<file path="config.mk">
export PLATFORM = sky130hd
export DESIGN_NAME = squeeze_counter
export DESIGN_NICKNAME = d
export VERILOG_FILES = /design/src/rtl/squeeze_counter.sv
export SDC_FILE = /design/constraint.sdc
export NUM_CORES = 1
export LEC_CHECK = 0
export BUFFER_PORTS_ARGS = -buffer_cell sky130_fd_sc_hd__buf_2
export CORE_MARGIN = 2
export CORE_UTILIZATION = 50
export DETAILED_ROUTE_END_ITERATION = 12
export PLACE_DENSITY = 0.88
export SLEW_MARGIN = 10
export SYNTH_ARGS = -nofsm -noshare
export SYNTH_HDL_FRONTEND = slang
export SYNTH_SLANG_ARGS = --single-unit
</file>
<file path="constraint.sdc">
create_clock -name clk -period 4.8 [get_ports clk]
set_input_delay 0.24 -clock clk [delete_from_list [all_inputs] [get_ports clk]]
set_output_delay 0.24 -clock clk [all_outputs]
set_load 0.02 [all_outputs]
</file>
<file path="src/rtl/squeeze_counter.sv">
// Squeeze-phase sequencer for the SHAKE core: walks the rate lanes, streams w-bit
// output words on a valid/ready port, and requests a permutation when the rate runs out.
module squeeze_counter #(
    parameter int WIDTH = 32,
    parameter int w     = 64
) (
    input  logic                 clk,
    input  logic                 rst,
    input  logic                 start,
    input  logic [WIDTH-1:0]     out_len,
    input  logic [10:0]          block_size,
    output logic [4:0]           lane_idx,
    input  logic [w-1:0]         state_word,
    output logic                 perm_start,
    input  logic                 perm_done,
    output logic [w-1:0]         dout,
    output logic                 dout_valid,
    input  logic                 dout_ready,
    output logic                 dout_last,
    output logic [$clog2(w)-1:0] dout_remainder,
    output logic                 busy,
    output logic                 done
);

    localparam int LW = $clog2(w);

    typedef enum logic [1:0] {
        IDLE      = 2'd0,
        EMIT      = 2'd1,
        PERM_WAIT = 2'd2
    } state_e;

    state_e           state_q, state_d;
    logic [WIDTH-1:0] remaining_q, remaining_d;
    logic [4:0]       lane_idx_q, lane_idx_d;
    logic [4:0]       rate_words_q, rate_words_d;
    logic             perm_start_q, perm_start_d;
    logic             done_q, done_d;

    logic             last_word;
    logic             handshake;

    assign last_word = (remaining_q <= WIDTH'(w));
    assign handshake = (state_q == EMIT) && dout_ready;

    // State register
    always_ff @(posedge clk) begin
        // NOTE: non-blocking assignments so every flop samples the pre-edge value of its peers.
        if (rst) begin
            state_q      <= IDLE;
            remaining_q  <= '0;
            lane_idx_q   <= '0;
            rate_words_q <= '0;
            perm_start_q <= 1'b0;
            done_q       <= 1'b0;
        end else begin
            state_q      <= state_d;
            remaining_q  <= remaining_d;
            lane_idx_q   <= lane_idx_d;
            rate_words_q <= rate_words_d;
            perm_start_q <= perm_start_d;
            done_q       <= done_d;
        end
    end

    // Next-state and counter logic
    always_comb begin
        // NOTE: every signal gets a default here so no path leaves one unassigned (no latches).
        state_d      = state_q;
        remaining_d  = remaining_q;
        lane_idx_d   = lane_idx_q;
        rate_words_d = rate_words_q;
        perm_start_d = 1'b0;
        done_d       = 1'b0;

        unique case (state_q)
            IDLE: begin
                if (start) begin
                    if (out_len == '0) begin
                        done_d = 1'b1;
                    end else begin
                        state_d      = EMIT;
                        remaining_d  = out_len;
                        lane_idx_d   = '0;
                        rate_words_d = 5'(block_size / 11'(w));
                    end
                end
            end
            EMIT: begin
                if (handshake) begin
                    // Last-word test comes first, so the subtraction below cannot underflow.
                    if (last_word) begin
                        remaining_d = '0;
                        state_d     = IDLE;
                        done_d      = 1'b1;
                    end else begin
                        remaining_d = remaining_q - WIDTH'(w);
                        if (lane_idx_q == rate_words_q - 5'd1) begin
                            lane_idx_d   = '0;
                            perm_start_d = 1'b1;
                            state_d      = PERM_WAIT;
                        end else begin
                            lane_idx_d = lane_idx_q + 5'd1;
                        end
                    end
                end
            end
            PERM_WAIT: begin
                if (perm_done) begin
                    state_d = EMIT;
                end
            end
            default: begin
                state_d = IDLE;
            end
        endcase
    end

    // Output logic
    always_comb begin
        dout_valid     = (state_q == EMIT);
        dout_last      = dout_valid && last_word;
        dout_remainder = dout_last ? remaining_q[LW-1:0] : '0;
        dout           = '0;
        if (dout_valid) begin
            // A final word shorter than w keeps only its low remaining bits.
            if (dout_last && (remaining_q < WIDTH'(w))) begin
                dout = state_word & ~({w{1'b1}} << remaining_q[LW-1:0]);
            end else begin
                dout = state_word;
            end
        end
        lane_idx   = lane_idx_q;
        perm_start = perm_start_q;
        done       = done_q;
        busy       = (state_q != IDLE);
    end

endmodule

</file>
==> impl_metrics.yaml <==
timing:
  maxClockFrequency_mhz: 264
  worstMarginPinSlew_ns: 1.25
  timing.max_slew.rel_slack_pct: 16.5
  layout_min_cycle_time_ns: 3.79
  unrepaired_setup_endpoints_after_global_routing: "false"
  final-hold-violation-count: 0
  fin_skew_ns: 0.00791
  sum_of_negative_setup_slack_ns: 0
  slew_violations: 0
  setup_viol: 0
  layout_worst_path_cycle_share_pct: 79.0
  worst_hold_slack_ns: 0.145
setup_path:
  crit_path_start_kind: "register"
  slowest_stage: "sky130_fd_sc_hd__nor3_4"
  crit_chain: "nor4_4, nand2_2, or3_1, nor3_4, nor2_1, and3_1, buf_2"
  critical_path.reg2reg.endpoint: "remaining_q[13]"
  crit_fanout: 20
  critPathArrivalTime_ns: 3.55
  worst-endpoint-required_ns: 4.56
  worstReg2RegStart: "remaining_q[4]"
  critical-path-max-stage-delay_ns: 0.76
  setup.reg_to_reg.worst_slack_ns: 1.61
  path_depth: 7
  timing.critical_path.buf_inv: 1
  crit_start: "remaining_q[8]"
  crit_path_end_kind: "primary output"
  crit_path_end: "dout[47]"
  r2r_cells: 6
  timing.setup.critical_path_class: "register to primary output"
  cp_top_delay_family: "simple AND/OR/NAND/NOR gates"
floorplan:
  chipHeight_um: 91.0
  start_util_pct: 52.0
  ios: 192
  die_x_um: 91.0
  floorplan.die_area_um2: 8290
  core_area_um2: 7290
  std_cell_rows: 31
power:
  internal-power_mw: 0.940
  netsw_mw: 0.912
  relative_contribution_of_combinational_cells_to_total_power_pct: 55.4
  worst_vdd_ir_v: 0.000180
  power.density_cell_area_nw_per_um2: 386
  switching_share_pct: 49.3
  share_clk_of_total_power_pct: 16.0
  share_seq_of_total_power_pct: 28.6
  static-leakage-power_nw: 2.26
synth:
  synth.yosys.warnings: 0
  post_synthesis_cell_area_um2: 3790
  synth.distinct_cells: 65
  ys_async_sr_fraction_pct: 0
  ys_seq_elements: 46
  synth.yosys.seq_area_share_pct: 24.3
  synth_nets: 675
  yosys_most_used_dff: "sky130_fd_sc_hd__dfxtp_1"
  syn-mean-instance-area_um2: 6.78
  instance_count_of_the_mapped_netlist: 559
  count_of_flip_flops_with_a_built_in_enable_after_synthesis: 0
job:
  max_cap_viol_count: 0
clock_tree:
  max-clock-path-buffers: 2
  worst_setup_hold_path_clk_slew_ns: 0.09
  cts-buffers-inserted: 5
  postCtsSetupBuffers: 0
  post_cts_resize_count: 0
  cts.sink_count: 46
  clk-insertion-delay-late_ns: 0.31
  root_buffer: "sky130_fd_sc_hd__clkbuf_8"
  cts_tree: "yes"
  cts.htree.levels: 2
  hold_buffers: 0
placed_design:
  post-dp-hpwl_um: 10700
  port_buffers: 185
  gp_congestion: 0.968
  placed_instance_area_um2: 4680
detailed_routing:
  remaining_routing_drc_violations: 0
  initialDrtViolationCount: 451
  route.final.wire_length_um: 14600
  first_pass_iters: 5
  via_count: 5019
  antenna_left: 0
  routedWlPerCell_um: 18.0
  viasPerCell: 6.17
final_layout:
  layout.cell_area.non_filler_um2: 4800
  layout_commonest_cell: "sky130_fd_sc_hd__buf_2"
  mostFrequentLayoutCells: "185 x sky130_fd_sc_hd__buf_2, 94 x sky130_fd_sc_hd__nand2_1, 73 x sky130_fd_sc_hd__a21oi_1"
  flow.area_growth_from_synthesis_pct: 26.6
  fillerInstances: 678
  layout-drive-gt1-share_pct: 29.6
  fin_nets: 828
grt:
  grt_start_max_net_pins: 59
  groute.usage.overall_pct: 32.7
  grt_antenna_before_repair: 1
  grt-ovfl-total: 0
  grt_first_pass_wirelength_um: 22300
  number_of_global_route_vias_before_repair: 4455
outcome:
  status: "completed"
min_path:
  hold_class: "input pin to register"
-- worst min path at each step --
| stage | slack, ns | endpoint | start | depth (start not counted) |
|---|---|---|---|---|
| finish | 0.14 | remaining_q[16] | out_len[16] | 3 |
| global route | 0.17 | remaining_q[16] | out_len[16] | 3 |
| CTS | 0.15 | remaining_q[16] | out_len[16] | 3 |
| detailed placement | 0.47 | remaining_q[21] | remaining_q[21] | 2 |
| global placement | 0.46 | remaining_q[16] | out_len[16] | 3 |
| floorplan | 0.35 | remaining_q[16] | out_len[16] | 2 |
-- final cells by class --
type	count	area, µm²	share of cell area (%)
antenna	1	2.50	0.0522
clock buffer	6	72.6	1.51
clock inverter	2	37.5	0.782
inverter	16	62.6	1.30
multi-input combinational	454	2620	54.6
sequential	46	921	19.2
tap	99	124	2.58
timing repair buffer	189	956	19.9
-- registers in the layout, summed over array words and instances, names as in the netlist --
| name | cells |
|---|---|
| perm_start | 1 |
| done | 1 |
| lane_idx | 5 |
| remaining_q | 32 |
| state_q | 2 |
| rate_words_q | 5 |
-- per-stage QoR --
step	power, mW	std cells	utilization [%]	worst slack, ns
final	1.85	813	65.8	1.01
after CTS	1.82	812	65.8	1.13
after global routing	1.95	813	65.8	0.872
after detailed placement	1.53	804	64.2	1.48
after global placement	1.51	804	64.2	1.56
after floorplan	1.24	559	-	2.45
-- kinds of logic (layout without fill, tap and decap cells) --
kind of cell	count (synthesis)	count (layout)	share of synthesized area, %
other	0	1	0
flip-flops	46	46	24.3
adder cells (fa/ha/maj)	4	4	1.32
buffers and inverters	59	213	6.51
multiplexers	7	7	1.85
XOR/XNOR	7	7	1.62
AND/OR/NAND/NOR	262	262	34.8
AO/OA/AOI/OAI	174	174	29.6
-- routing by layer --
metal	GRT usage, %	up-vias	share of wire (%)
met5	0	-	0
met4	12.0	0	3.5
met2	55.6	339	48
met3	5.15	39	10
met1	41.7	2298	38
li1	-	2343	-
-- power groups by stage --
| stage | Clock, mW | Combinational [mW] | Sequential, mW |
|---|---|---|---|
| detailed placement | 0 | 1.00 | 0.534 |
| global route | 0.310 | 1.11 | 0.536 |
| floorplan | 0 | 0.742 | 0.499 |
| CTS | 0.295 | 1.00 | 0.525 |
| global placement | 0 | 0.979 | 0.529 |
| finish | 0.296 | 1.03 | 0.530 |
-- worst min-delay path, cell delays in order --
cell and delay (ns):
sky130_fd_sc_hd__buf_2 0.09, sky130_fd_sc_hd__nand2_1 0.04, sky130_fd_sc_hd__nand4_1 0.05
-- synthesized netlist by cell type (all sizes together), types with 7 or more instances --
cell type,instances,area share [%]
or3,7,1.3
nor3,24,3.7
a21oi,74,9.9
and3,13,2.1
a22oi,8,1.6
nand2,95,9.5
o32ai,7,1.6
inv,16,1.7
nand2b,8,1.3
buf,13,1.9
nand4,7,1.3
and2,11,1.8
nor2,49,4.9
dfxtp,46,24
mux2i,7,1.8
nor4,15,3.4
clkbuf,30,3.0
o21ai,29,3.8
nand3,16,2.1
Note: power is estimated with default switching activity, not from simulation.
